`src/rtl/aia_pkg.sv`:
```
// -----------------------------------------------------------------------------
// aia_pkg
// Shared definitions for the AIA interrupt-file logic of one hart.
//   - default file / source counts (mirrors of the core configuration)
//   - file-index constants for the M, S and first VS interrupt file
//   - csr_op_e: operations a CSR indirect access can apply to one identity
// -----------------------------------------------------------------------------
package aia_pkg;

  // Core configuration defaults: M + S + one VS file, 30 identities per file
  localparam int CFG_NR_INTP_FILES = 3;
  localparam int CFG_NR_SOURCES    = 30;
  localparam int CFG_STARVE_LIMIT  = 4;

  // Fixed placement of the interrupt files inside the file arrays
  localparam int M_FILE       = 0;
  localparam int S_FILE       = 1;
  localparam int VS_FILE_BASE = 2;

  // Encodings 5..7 are not listed and fall back to READ behaviour
  typedef enum logic [2:0] {
    CSR_READ     = 3'd0,
    CSR_SET_PEND = 3'd1,
    CSR_CLR_PEND = 3'd2,
    CSR_SET_EN   = 3'd3,
    CSR_CLR_EN   = 3'd4
  } csr_op_e;

endpackage

```
`src/rtl/aia_top_prio_enc.sv`:
```
// -----------------------------------------------------------------------------
// aia_top_prio_enc
// Lowest-set-index encoder used to find the top interrupt of one file.
// Bit 0 is identity "none" and never wins.
// Ports:
//   bits_i  in   NR_SOURCES    pending & enable vector of one file
//   id_o    out  NR_SOURCES_W  lowest set index >= 1, or 0 when none is set
// -----------------------------------------------------------------------------
module aia_top_prio_enc #(
  parameter int NR_SOURCES   = 30,
  parameter int NR_SOURCES_W = $clog2(NR_SOURCES)
) (
  input  logic [NR_SOURCES-1:0]   bits_i,
  output logic [NR_SOURCES_W-1:0] id_o
);

  logic unused_bit0;
  assign unused_bit0 = bits_i[0];

  // Scan from the top down so the lowest set identity is the last one written
  always_comb begin
    id_o = '0;
    for (int i = NR_SOURCES - 1; i >= 1; i--) begin
      if (bits_i[i]) id_o = NR_SOURCES_W'(i);
    end
  end

endmodule

```
`src/rtl/aia_intp_file_arbiter.sv`:
```
// -----------------------------------------------------------------------------
// aia_intp_file_arbiter
// Holds pending/enable bits of all interrupt files of one hart and arbitrates
// the single update slot per cycle between MSI writes, CSR accesses and claims.
// Ports:
//   clk_i, rst_i                 clock, synchronous active-high reset
//   msi_valid_i/ready_o          MSI write handshake; msi_file_i, msi_id_i
//   csr_valid_i/ready_o          CSR access handshake; csr_file_i, csr_op_i, csr_id_i
//   csr_rvalid_o, csr_rdata_o    one-cycle CSR response {enable,pending} pre-update
//   claim_valid_i/ready_o        claim handshake; claim_file_i
//   claim_rvalid_o, claim_id_o   one-cycle claim response (0 = nothing claimed)
//   topid_o                      registered top identity, file f at [f*W +: W]
//   eip_o                        registered external-interrupt-pending per file
// -----------------------------------------------------------------------------
module aia_intp_file_arbiter
  import aia_pkg::*;
#(
  parameter int NR_INTP_FILES = CFG_NR_INTP_FILES,
  parameter int NR_SOURCES    = CFG_NR_SOURCES,
  parameter int NR_SOURCES_W  = $clog2(NR_SOURCES),
  parameter int STARVE_LIMIT  = CFG_STARVE_LIMIT,
  localparam int FILE_W       = (NR_INTP_FILES > 1) ? $clog2(NR_INTP_FILES) : 1
) (
  input  logic                                   clk_i,
  input  logic                                   rst_i,
  input  logic                                   msi_valid_i,
  output logic                                   msi_ready_o,
  input  logic [FILE_W-1:0]                      msi_file_i,
  input  logic [NR_SOURCES_W-1:0]                msi_id_i,
  input  logic                                   csr_valid_i,
  output logic                                   csr_ready_o,
  input  logic [FILE_W-1:0]                      csr_file_i,
  input  logic [2:0]                             csr_op_i,
  input  logic [NR_SOURCES_W-1:0]                csr_id_i,
  output logic                                   csr_rvalid_o,
  output logic [1:0]                             csr_rdata_o,
  input  logic                                   claim_valid_i,
  output logic                                   claim_ready_o,
  input  logic [FILE_W-1:0]                      claim_file_i,
  output logic                                   claim_rvalid_o,
  output logic [NR_SOURCES_W-1:0]                claim_id_o,
  output logic [NR_INTP_FILES*NR_SOURCES_W-1:0]  topid_o,
  output logic [NR_INTP_FILES-1:0]               eip_o
);

  localparam int STARVE_W = $clog2(STARVE_LIMIT + 1);

  logic [NR_INTP_FILES-1:0][NR_SOURCES-1:0]   pend_q, pend_d, en_q, en_d;
  logic [NR_INTP_FILES-1:0][NR_SOURCES_W-1:0] top_comb, topid_q;
  logic [NR_INTP_FILES-1:0]                   eip_q;
  logic [STARVE_W-1:0]                        starve_q, starve_d;
  logic                                       csr_rvalid_q, claim_rvalid_q;
  logic [1:0]                                 csr_rdata_q, csr_rdata_d;
  logic [NR_SOURCES_W-1:0]                    claim_id_q, claim_id_d, claim_top;
  logic                                       msi_gnt, csr_gnt, claim_gnt, starved;
  logic                                       msi_ok, csr_ok, claim_ok;

  // One encoder per file over the currently pending-and-enabled identities
  for (genvar f = 0; f < NR_INTP_FILES; f++) begin : g_enc
    aia_top_prio_enc #(
      .NR_SOURCES  (NR_SOURCES),
      .NR_SOURCES_W(NR_SOURCES_W)
    ) u_enc (
      .bits_i(pend_q[f] & en_q[f]),
      .id_o  (top_comb[f])
    );
  end

  // Identity 0 is never a real source, so it is treated like out-of-range
  assign starved  = (starve_q == STARVE_W'(STARVE_LIMIT));
  assign msi_ok   = (32'(msi_file_i) < NR_INTP_FILES) && (msi_id_i != '0) &&
                    (32'(msi_id_i) < NR_SOURCES);
  assign csr_ok   = (32'(csr_file_i) < NR_INTP_FILES) && (csr_id_i != '0) &&
                    (32'(csr_id_i) < NR_SOURCES);
  assign claim_ok = (32'(claim_file_i) < NR_INTP_FILES);

  // Fixed priority claim > CSR > MSI, except a starved MSI jumps the queue
  always_comb begin
    msi_gnt   = 1'b0;
    csr_gnt   = 1'b0;
    claim_gnt = 1'b0;
    if (!rst_i) begin
      if (msi_valid_i && starved)  msi_gnt   = 1'b1;
      else if (claim_valid_i)      claim_gnt = 1'b1;
      else if (csr_valid_i)        csr_gnt   = 1'b1;
      else if (msi_valid_i)        msi_gnt   = 1'b1;
    end
  end

  assign msi_ready_o   = msi_gnt;
  assign csr_ready_o   = csr_gnt;
  assign claim_ready_o = claim_gnt;

  always_comb begin
    claim_top = '0;
    if (claim_ok) claim_top = top_comb[claim_file_i];
  end

  // Apply the single granted update; responses capture pre-update state
  always_comb begin
    pend_d      = pend_q;
    en_d        = en_q;
    csr_rdata_d = '0;
    claim_id_d  = '0;
    if (msi_gnt && msi_ok) pend_d[msi_file_i][msi_id_i] = 1'b1;
    if (csr_gnt && csr_ok) begin
      csr_rdata_d = {en_q[csr_file_i][csr_id_i], pend_q[csr_file_i][csr_id_i]};
      case (csr_op_e'(csr_op_i))
        CSR_SET_PEND: pend_d[csr_file_i][csr_id_i] = 1'b1;
        CSR_CLR_PEND: pend_d[csr_file_i][csr_id_i] = 1'b0;
        CSR_SET_EN:   en_d[csr_file_i][csr_id_i]   = 1'b1;
        CSR_CLR_EN:   en_d[csr_file_i][csr_id_i]   = 1'b0;
        default:      ;
      endcase
    end
    if (claim_gnt) begin
      claim_id_d = claim_top;
      if (claim_top != '0) pend_d[claim_file_i][claim_top] = 1'b0;
    end
  end

  // Starve counter tracks consecutive cycles an MSI waited without a grant
  always_comb begin
    starve_d = starve_q;
    if (!msi_valid_i || msi_gnt) starve_d = '0;
    else if (!starved)           starve_d = starve_q + STARVE_W'(1);
  end

  always_ff @(posedge clk_i) begin
    if (rst_i) begin
      pend_q         <= '0;
      en_q           <= '0;
      topid_q        <= '0;
      eip_q          <= '0;
      starve_q       <= '0;
      csr_rvalid_q   <= 1'b0;
      csr_rdata_q    <= '0;
      claim_rvalid_q <= 1'b0;
      claim_id_q     <= '0;
    end else begin
      pend_q         <= pend_d;
      en_q           <= en_d;
      starve_q       <= starve_d;
      csr_rvalid_q   <= csr_gnt;
      csr_rdata_q    <= csr_rdata_d;
      claim_rvalid_q <= claim_gnt;
      claim_id_q     <= claim_id_d;
      for (int f = 0; f < NR_INTP_FILES; f++) begin
        topid_q[f] <= top_comb[f];
        eip_q[f]   <= (top_comb[f] != '0);
      end
    end
  end

  assign csr_rvalid_o   = csr_rvalid_q;
  assign csr_rdata_o    = csr_rdata_q;
  assign claim_rvalid_o = claim_rvalid_q;
  assign claim_id_o     = claim_id_q;
  assign topid_o        = topid_q;
  assign eip_o          = eip_q;

endmodule

```
`config.mk`:
```
export PLATFORM = sky130hd
export DESIGN_NAME = aia_intp_file_arbiter
export DESIGN_NICKNAME = d
export VERILOG_FILES = /design/src/rtl/aia_pkg.sv /design/src/rtl/aia_top_prio_enc.sv /design/src/rtl/aia_intp_file_arbiter.sv
export SDC_FILE = /design/constraint.sdc
export NUM_CORES = 1
export LEC_CHECK = 0
export CORE_AREA = 5 5 162 242
export CTS_CLUSTER_SIZE = 8
export DETAILED_ROUTE_END_ITERATION = 6
export DIE_AREA = 0 0 167 247
export GPL_TIMING_DRIVEN = 0
export RECOVER_POWER = 100
export SLEW_MARGIN = 20
export SYNTH_ARGS = -nofsm -noshare
export SYNTH_HDL_FRONTEND = slang
export SYNTH_SLANG_ARGS = --single-unit
```
`constraint.sdc`:
```
create_clock -name clk_i -period 2.98 [get_ports clk_i]
set_input_delay 0.298 -clock clk_i [delete_from_list [all_inputs] [get_ports clk_i]]
set_output_delay 0.298 -clock clk_i [all_outputs]
set_load 0.005 [all_outputs]
```
# After elaboration in Yosys (flattened, before gate mapping)
# Cells that the tools add are included.
# W data, S select, Z words.
[word_totals]
regBits = 210
latch_bits = 0
mem_bits_rw = 0
rom_bits = 0
in_bits = 24
output_inout_bits = 30
word_cells = 205
mem_count = 0
[op_classes]
n_addsub = 1
n_mul = 0
div = 0
order_cmp = 17
n_eq_ne = 5
shift = 0
muxes = 128
bitwise = 13
n_reduce_logical = 26
[op_table]
columns = ["cell", "n"]
rows = [
  ["$mux W5", 89],
  ["$mux W90", 4],
  ["$pmux W90 S2", 2],
  ["$and A90 B90 Y90", 3],
  ["$or A90 B90 Y90", 3],
  ["$demux W30 S2", 3],
  ["$not A90 Y90", 2],
  ["$mux W30", 5],
  ["$bmux W30 S2", 2],
  ["$and A30 B30 Y30", 3],
  ["$reduce_bool A5 Y1", 6],
  ["$lt A5 B6 Y1 const B", 3],
  ["$mux W1", 17],
  ["$demux W1 S5", 3],
  ["$ge A5 B1 Y1 const B", 3],
  ["$logic_and A1 B1 Y1", 13],
  ["$bmux W1 S5", 2],
  ["$bmux W5 S2", 1],
  ["$lt A5 B5 Y1 const B", 2],
  ["$lt A2 B3 Y1 const B", 3],
  ["$eq A3 B2 Y1 const B", 2],
  ["$eq A3 B3 Y1 const B", 2],
  ["$ge A2 B1 Y1 const B", 3],
  ["$lt A2 B2 Y1 const B", 3],
  ["8 further kinds", 11],
]

# Logic depth before layout (Yosys ltp)
# Gate-level depths: netlist of run 1.
[logic_depth]
ltp_word = 43
mapped_depth = 11
ltp_nobuf = 9

# Hierarchy
# From an unflattened synthesis of run 1, not the netlist that was laid out.
[hier_totals]
cells_unflattened = 1759
hier_area_um2 = 13279.0
[by_module_without_submodules]
columns = ["module", "n_inst", "cells_per_inst", "area_per_inst_um2", "seq_area_each_um2"]
rows = [
  ["aia_intp_file_arbiter", 1, 1579, 12318.1, 4204.0],
  ["aia_top_prio_enc", 3, 60, 320.3, 0.0],
]

# Worst setup path before layout of run 1
# No wires, ideal clock.
[synth_timing]
path_type = "register -> register"
startpoint = "register starve_q[0]"
endpoint = "register pend_q[16] in the netlist's numbering"
setup_time_ns = 0.135
t_arrival_ns = 2.292
required_ns = 2.845
setup_slack_ns = 0.554
stages_incl_launch_ff = 12
path_buffers = 2
synth_period_minus_slack_ns = 2.426
cell_sequence = "dfxtp_1 inv_1 ha_1 a31oi_1 and3b_1 o2111ai_2 nor4b_2 buf_2 buf_2 a21oi_1 o21bai_1 a21oi_1"
[synth_between]
elab_cells_between_ends = 18
classes_between = "1 x eq/ne; 11 x mux; 3 x bitwise; 3 x reduce/logical"
[synth_lines]
columns = ["element", "line_no", "text"]
rows = [
  ["from (decl)", "aia_intp_file_arbiter.sv:51", "logic [STARVE_W-1:0] starve_q, starve_d;"],
  ["from (signal assigned)", "aia_intp_file_arbiter.sv:143", "starve_q <= starve_d;"],
  ["$eq A3 B3 Y1 *", "aia_intp_file_arbiter.sv:70", "assign starved = (starve_q == STARVE_W'(STARVE_LIMIT));"],
  ["$logic_and A1 B1 Y1 *", "aia_intp_file_arbiter.sv:83", "if (msi_valid_i && starved) msi_gnt = 1'b1;"],
  ["$mux W1 *", "aia_intp_file_arbiter.sv:83", ""],
  ["$mux W1 *", "aia_intp_file_arbiter.sv:82", "if (!rst_i) begin"],
  ["via csr_ready_o", "aia_intp_file_arbiter.sv:31", "output logic csr_ready_o,"],
  ["$logic_and A1 B1 Y1 *", "aia_intp_file_arbiter.sv:106", "if (csr_gnt && csr_ok) begin"],
  ["$mux W90 *", "aia_intp_file_arbiter.sv:106", ""],
  ["$and A90 B90 Y90 (no source line)", "n/a", ""],
  ["$mux W90", "aia_intp_file_arbiter.sv:118", "if (claim_top != '0) pend_d[claim_file_i][claim_top] = 1'b0;"],
  ["$mux W90 *", "aia_intp_file_arbiter.sv:116", "if (claim_gnt) begin"],
  ["to (signal assigned)", "aia_intp_file_arbiter.sv:141", "pend_q <= pend_d;"],
  ["to (decl)", "aia_intp_file_arbiter.sv:48", "logic [NR_INTP_FILES-1:0][NR_SOURCES-1:0] pend_q, pend_d, en_q, en_d;"],
]
# Mark *: on every way through the listed nets, which the timed path passes. The rest lies on a longest branch.
# A chain may end at the register's enable or synchronous reset.

==> results.yml, run 1 <==
final_layout:
  multi_input_area_mm2: 0.00835
  fin_util: 0.415
  fin_cells: 2221
  register_area_mm2: 0.00420
  area_growth_pct: 19.3
  drive_gt1_frac: 0.123
  n_fill_cell: 3771
  final_net_count: 1762
  num_antenna_cells: 0
timing:
  worstMarginPinSlew_ns: 0.908
  max_freq_ghz: 0.326
  rsz0062_at_grt: "yes"
  finalHoldViolations: 0
  setup_viol: 16
  setup_tns_ns: -0.646
  finClkSkew_ns: 0.0293
  hold_ws_ns: 0.373
  slew_viol_final: 0
  layout_worst_path_cycle_share: 1.03
  slew-limit-headroom: 0.394
  layout_min_cycle_time_ns: 3.06
  layout_setup_ws_ns: -0.0845
route:
  drc: 0
  num_vias: 14849
  wirelength_um: 75500
  viasPerCell: 6.69
  wire_per_inst_um: 34.0
  first_pass_iters: 5
  first_iter_violations: 1584
  ant_nets: 0
clock_tree:
  cts.reportedPaths.clkPinSlew_ns: 0.07
  cts_tree: "built"
  numCtsBuffers: 30
  cts_root_buffer: "clkbuf_16"
  clk_latency_ns: 0.61
  clk_path_buf_depth: 3
  htree_levels: 1
  cts_sinks: 210
power_and_ir_drop:
  switching_share: 0.273
  p_sw_mw: 1.77
  power_frac_seq: 0.435
  leakage_nw: 5.10
  combPwrFrac: 0.077
  pwr-share-clk: 0.488
  power.density_mw_per_mm2: 425
  ir_drop_mv: 0.384
  p_int_mw: 4.71
logic_synthesis:
  synth_most_common_cell: "a21oi_1"
  synth_area_per_cell_um2: 7.80
  syn_nets: 1662
  synthArstFlopShare: 0
  ys.flop_type: "dfxtp_1"
  synth_edf_count: 0
  ys_seq_elements: 210
  synth_commonest_cells: "a21oi_1, dfxtp_1, nor2_1"
  synth_top_area_frac: 0.329
  synth_cells: 1636
  yosysUniqueCellTypes: 86
  ys_seq_area_frac: 0.329
  synth_top_area_cell: "dfxtp_1"
  syn-cell-area_mm2: 0.0128
  ys_warn_count: 0
  synthTopCellsByArea: "dfxtp_1, a21oi_1, a211oi_1"
floorplanning:
  start_util: 0.348
  pin_count: 54
  core_area_mm2: 0.0367
  die_height_um: 247
  std_cell_rows: 86
  die_w_um: 167
  die-area_mm2: 0.0412
global_routing:
  first_global_vias: 14430
  track_usage: 0.352
  overflow: 0
  grt_max_degree: 17
  antenna_found_initial: 0
  grt_pass1_wl_um: 105000
critical_path:
  path_class: "flip-flop to flip-flop"
  r2r_cells: 7
  critical-path-max-stage-delay_ns: 0.64
  ff2ff_setup_slack_ns: -0.08
  critical_path.startpoint_type: "flip-flop"
  r2r_end: "pend_q[87]"
  path_cells: "a22oi_1 > nand4_1 > a31oi_2 > a221o_4 > o21ai_2 > nor3_4 > a21oi_1"
  crit_fanout: 7
  cp.required_ns: 3.45
  worstPathArrival_ns: 3.53
  slowest_stage: "a31oi_2"
  cp-end-kind: "flip-flop"
min_path:
  min-delay-start: "csr_valid_i"
  min_to: "csr_rvalid_o"
  hold_path_class: "input port to flip-flop"
  whs_path_depth: 2
placed_design:
  hpwl_um: 59000
  io_buffer_count: 50
  place_congestion: 1.02
  placed_cells: 2170
run:
  drv_cap: 0
outcome:
  violations: "negative setup slack"
  outcome: "complete, but fails checks"
## through the flow
step           setup WS, ns  total power [mW]  area (um2)
2_1_floorplan         0.554              3.12       12800
3_3_place_gp         -0.969              3.34       13900
3_5_place_dp         -0.928              3.34       13900
4_1_cts             0.00142              6.46       15000
5_1_grt             -0.0480              6.60       15200
6_report            -0.0845              6.48       15200
## how the worst max path moves through the flow
stage | cells after the start | to | slack [ns] | startpoint
after floorplan | 11 | pend_q[16] | 0.55 | starve_q[0]
after global placement | 8 | pend_q[72] | -0.97 | csr_id_i[4]
after detailed placement | 11 | pend_q[25] | -0.93 | rst_i
after CTS | 8 | pend_q[3] | 0.001 | flip-flop
after global routing | 9 | pend_q[63] | -0.05 | csr_file_i[1]
final | 7 | pend_q[87] | -0.08 | flip-flop
## what timing repair did
action                     CTS  global route
pin swaps                    7             9
resized for setup           59            54
buffers inserted            12             8
setup endpoints to repair  176           140
hold buffers                 0             0
## placed cells by master, fill, tap and decap left out, drive strengths merged, types with 28 or more instances in the layout
| cell | synthesis | layout |
|---|---|---|
| nor3 | 58 | 58 |
| buf | 44 | 58 |
| dfxtp | 210 | 210 |
| clkbuf | 79 | 113 |
| nor2 | 184 | 184 |
| dlygate4sd3 | 0 | 28 |
| a22oi | 43 | 43 |
| nand2 | 104 | 104 |
| o21bai | 43 | 43 |
| mux2i | 49 | 49 |
| a211oi | 136 | 136 |
| a21oi | 387 | 387 |
## critical path, delay by kind of cell (launching register included)
kind	cells	cell delay, ns
flip-flops	1	0.40
AO/OA/AOI/OAI	5	1.78
AND/OR/NAND/NOR	2	0.74
## kinds of logic after synthesis
family,after synthesis,share of synthesized area
buffers and inverters,132,0.0428
adders and majority gates,2,0.00196
muxes,68,0.0622
xor gates and xnor gates,1,0.000686
DFF,210,0.329
and+or+nand+nor,456,0.174
AOI/OAI and AO/OA,767,0.388
## routing by layer
metal | global-route usage | part of all wire | wire length, um
met2 | 0.595 | 0.46 | 35000
met3 | 0.0493 | 0.065 | 4910
met1 | 0.381 | 0.35 | 26400
met5 | 0 | 0 | 0
met4 | 0.321 | 0.12 | 9110
## area by class of cell
type	count	share of cell area
Multi-Input combinational cell	1294	0.548
Tap cell	484	0.0398
Clock inverter	2	0.00246
Sequential cell	210	0.276
Buffer	121	0.0392
Clock buffer	31	0.0495
Inverter	9	0.00222
Timing Repair Buffer	70	0.0427
## power by group through the flow
stage	clock network [mW]	registers [mW]	logic (mW)
after floorplan	0	2.88	0.243
after global placement	0	2.88	0.462
after detailed placement	0	2.88	0.463
after CTS	3.17	2.82	0.472
after global routing	3.28	2.82	0.509
final	3.16	2.82	0.498
No activity file was read; power rests on OpenSTA's default activity.
==> run 2: changes to the inputs <==
PLACE_DENSITY = 0.52   (was unset)
==> run 2 against run 1 <==
  * The run still ends with negative setup slack left
  * Via count is essentially flat
  * Non-clock buffer count shrank 1
  * Sequential share of layout area is essentially flat
  * Utilization is essentially flat
  * Critical path type unchanged
  * Largest cell class unchanged
  * Highest routed layer unchanged
==> results.yml, run 2 (same netlist as run 1, synthesis figures left out) <==
critical_path:
  ff2ff_setup_slack_ns: -0.003
  cp.required_ns: 3.42
  critical_path.startpoint_type: "flip-flop"
  critical-path-max-stage-delay_ns: 0.52
  worstPathArrival_ns: 3.42
  crit_family: "compound AO/OA/AOI/OAI gates"
  path_cells: "a22o_1 > and3b_1 > a21boi_0 > o211ai_1 > a31o_2 > nor4_4 > a211oi_1"
  crit_buf_inv: 0
  cp-end-kind: "flip-flop"
  path_class: "flip-flop to flip-flop"
  slowest_stage: "a21boi_0"
  crit_fanout: 6
run:
  drv_cap: 0
global_routing:
  grt_max_degree: 16
  grt_pass1_wl_um: 105000
  antenna_found_initial: 0
  overflow: 0
  first_global_vias: 14146
  track_usage: 0.355
power_and_ir_drop:
  power.density_mw_per_mm2: 427
  leakage_nw: 5.01
  p_total_mw: 6.51
  ir_drop_mv: 0.336
timing:
  finClkSkew_ns: 0.0187
  max_freq_ghz: 0.335
  slew-limit-headroom: 0.266
  slew_viol_final: 0
  setup_viol: 2
  layout_worst_path_cycle_share: 1.00
  finalHoldViolations: 0
  rsz0062_at_grt: "yes"
  layout_setup_ws_ns: -0.00322
  worstMarginPinSlew_ns: 1.10
  layout_min_cycle_time_ns: 2.98
placed_design:
  io_buffer_count: 50
  post-place-ws_ns: -0.886
  hpwl_um: 58500
  place_congestion: 1.05
floorplanning:
  die_w_um: 167
  pin_count: 54
  std_cell_rows: 86
  core_area_mm2: 0.0367
  die_height_um: 247
  start_util: 0.348
  die-area_mm2: 0.0412
route:
  drc: 0
  num_vias: 14853
  first_pass_iters: 6
  wirelength_um: 76600
  ant_nets: 0
  wire_per_inst_um: 34.5
  first_iter_violations: 1791
  viasPerCell: 6.68
clock_tree:
  cts_sinks: 210
  clk_path_buf_depth: 3
  cts_root_buffer: "clkbuf_16"
  clk_latency_ns: 0.60
  numCtsBuffers: 30
  cts.reportedPaths.clkPinSlew_ns: 0.05
  htree_levels: 1
  cts_tree: "built"
final_layout:
  drive_gt1_frac: 0.123
  final_net_count: 1761
  n_fill_cell: 3817
  area_growth_pct: 19.4
  num_antenna_cells: 0
  fin_util: 0.415
  final_cell_mix: "a21oi_1, dfxtp_1, nor2_1"
  final_common_cell: "a21oi_1"
outcome:
  violations: "negative setup slack"
  outcome: "complete, but fails checks"
min_path:
  hold_path_class: "input port to flip-flop"
==> run 2: routing by layer <==
layer  vias up  routed length [um]  part of all wire  GRT usage
li1       6440                   -                 -          -
met5         -                   0                 0          0
met2       948               35300              0.46      0.591
met4         0                8510              0.11      0.308
met3       348                5740             0.075     0.0573
met1      7117               27100              0.35      0.391
==> run 2: timing repair <==
item	CTS	global route
resized for setup	53	51
setup buffers	12	6
setup endpoints to repair	176	134
hold buffers	0	0
pin swaps	7	3
==> run 2: metrics by stage <==
stage | setup TNS [ns] | std cells | cell area (um2) | hold slack [ns]
detailed placement | -95.50 | 2170 | 13900 | 0.441
global route | -0.432 | 2223 | 15200 | 0.383
global placement | -97.76 | 2170 | 13900 | 0.436
floorplan | 0 | 1636 | 12800 | 0.402
CTS | -0.422 | 2217 | 15000 | 0.356
finish | -0.00536 | 2223 | 15200 | 0.367
==> run 2: area by class of cell <==
cell class	count	area [um2]	area share
multi-input cells	1294	8350	0.548
flip-flops and latches	210	4200	0.276
clock buffers	35	779	0.0511
repair buffers	68	661	0.0433
well taps	484	606	0.0397
plain buffers	122	591	0.0387
inverters	9	33.8	0.00222
clock inverters	1	16.3	0.00107
==> run 2: path summary, 6_finish.rpt <==
path | start | cells after the start | end
max | pend_q[18] | 7 | pend_q[6]
min | csr_valid_i | 2 | csr_rvalid_o
max reg2reg | pend_q[18] | 7 | pend_q[6]
min reg2reg | starve_q[0] | 1 | starve_q[0]
==> run 2: power breakdown <==
group	internal (mW)	leakage, nW	total, mW	switching, mW
clock	1.80	0.388	3.18	1.38
sequential	2.81	1.69	2.82	0.00340
combinational	0.127	2.93	0.509	0.382
==> run 2: worst reg2reg max path, delay by kind of cell (launching register included) <==
kind            cells  cell delay, ns
flops               1            0.40
simple gates        2            0.81
compound gates      5            1.64
==> run 3: changes to the inputs <==
TNS_END_PERCENT = 1   (was unset)
==> run 3 against run 2 <==
  * The run still ends with negative setup slack left
  * Utilization decreased by 0.22 points
  * Critical endpoint is now pend_q[85]
  * Via count increased by 0.57%
  * Highest routed layer unchanged
  * Power about the same
  * First-iteration DRC count increased by 6.8%
  * Sequential share of layout area increased by 0.15 points
==> results.yml, run 3 (same netlist as run 1, synthesis figures left out) <==
critical_path:
  cp-end-kind: "flip-flop"
  critical_path.startpoint_type: "flip-flop"
  path_cells: "a222oi_1 > nand4_2 > a2111oi_4 > a221o_4 > o21ai_4 > nor3_4 > a21oi_1"
  path_class: "flip-flop to flip-flop"
  cp.required_ns: 3.44
  critical-path-max-stage-delay_ns: 0.70
  worstPathArrival_ns: 3.51
  slowest_stage: "a222oi_1"
  crit_fanout: 7
  timing.rr.start: "pend_q[63]"
  startpoint: "pend_q[63]"
floorplanning:
  die-area_mm2: 0.0412
  die_w_um: 167
  std_cell_rows: 86
  die_height_um: 247
  pin_count: 54
  start_util: 0.348
  core_area_mm2: 0.0367
final_layout:
  n_fill_cell: 3823
  area_growth_pct: 18.8
  fin_cells: 2217
  final_cell_mix: "a21oi_1, dfxtp_1, nor2_1"
  register_area_mm2: 0.00420
  final_common_cell: "a21oi_1"
  num_antenna_cells: 0
  stdcell_area_mm2: 0.0152
  fin_util: 0.413
  drive_gt1_frac: 0.116
  multi_input_area_mm2: 0.00833
  final_net_count: 1755
timing:
  layout_setup_ws_ns: -0.0796
  setup_tns_ns: -0.673
  slew_viol_final: 0
  hold_ws_ns: 0.378
  finalHoldViolations: 0
  slew-limit-headroom: 0.222
  finClkSkew_ns: 0.0233
  layout_worst_path_cycle_share: 1.03
  max_freq_ghz: 0.327
  setup_viol: 17
  rsz0062_at_grt: "yes"
  layout_min_cycle_time_ns: 3.06
  worstMarginPinSlew_ns: 1.17
placed_design:
  hpwl_um: 58500
  post_dp_cell_area_mm2: 0.0139
  place_congestion: 1.05
  placed_cells: 2170
  io_buffer_count: 50
  post-place-ws_ns: -0.886
global_routing:
  track_usage: 0.354
  antenna_found_initial: 0
  grt_max_degree: 16
  first_global_vias: 14146
  grt_pass1_wl_um: 105000
  overflow: 0
outcome:
  violations: "negative setup slack"
  outcome: "complete, but fails checks"
clock_tree:
  clk_latency_ns: 0.59
  cts_tree: "built"
  postCtsHoldBufs: 0
  cts_sinks: 210
  htree_levels: 1
  cts.reportedPaths.clkPinSlew_ns: 0.06
  clk_path_buf_depth: 3
  cts_root_buffer: "clkbuf_16"
  numCtsBuffers: 30
route:
  ant_nets: 0
  wire_per_inst_um: 34.5
  wirelength_um: 76400
  first_pass_iters: 6
  drc: 0
  viasPerCell: 6.74
  num_vias: 14937
  first_iter_violations: 1912
power_and_ir_drop:
  power.density_mw_per_mm2: 429
  leakage_nw: 4.97
  p_total_mw: 6.50
  ir_drop_mv: 0.342
min_path:
  hold_path_class: "input port to flip-flop"
  min-delay-start: "csr_valid_i"
run:
  drv_cap: 0
-- run 3: cell count changes in the layout (fill, tap and decap cells not counted), moves of 2 or more --
cell	before	now
buf_4	29	20
buf_6	1	3
nor3_2	9	7
a22oi_1	33	36
clkbuf_1	65	67
clkbuf_4	7	9
nor3_4	3	5
a22oi_2	10	7
-- run 3: layout make-up --
type                    count  area share
inverters                   9     0.00223
clock buffers              35      0.0514
plain buffers             122      0.0389
repair buffers             62      0.0398
flip-flops and latches    210       0.277
multi-input cells        1294       0.549
well taps                 484      0.0399
clock inverters             1     0.00107
-- run 3: path summary, 6_finish.rpt --
path,end,slack (ns),cells after the start
max,pend_q[85],-0.08,7
min,csr_rvalid_o,0.38,2
max reg2reg,pend_q[85],-0.08,7
min reg2reg,starve_q[0],0.45,1
-- run 3: routing by layer --
metal	vias up	part of all wire	track usage
met2	961	0.47	0.593
met1	7214	0.36	0.393
li1	6438	-	-
met4	0	0.11	0.301
met3	324	0.073	0.0523
met5	-	0	0
-- run 3: what timing repair did --
item	CTS	global route
pin swaps	8	3
setup endpoints to repair	176	138
resized for setup	48	49
buffers inserted	6	6
-- run 3: worst max-delay path: cells and delay by family (launching register included) --
kind             cells  cell delay, ns
AO/OA/AOI/OAI        5            1.75
AND/OR/NAND/NOR      2            0.79
flip-flops           1            0.37
-- run 3: power by group --
part	internal [mW]	switching (mW)	leakage (nW)	total, mW
clock network	1.80	1.38	0.388	3.18
registers	2.81	0.00338	1.69	2.82
logic	0.126	0.382	2.89	0.508
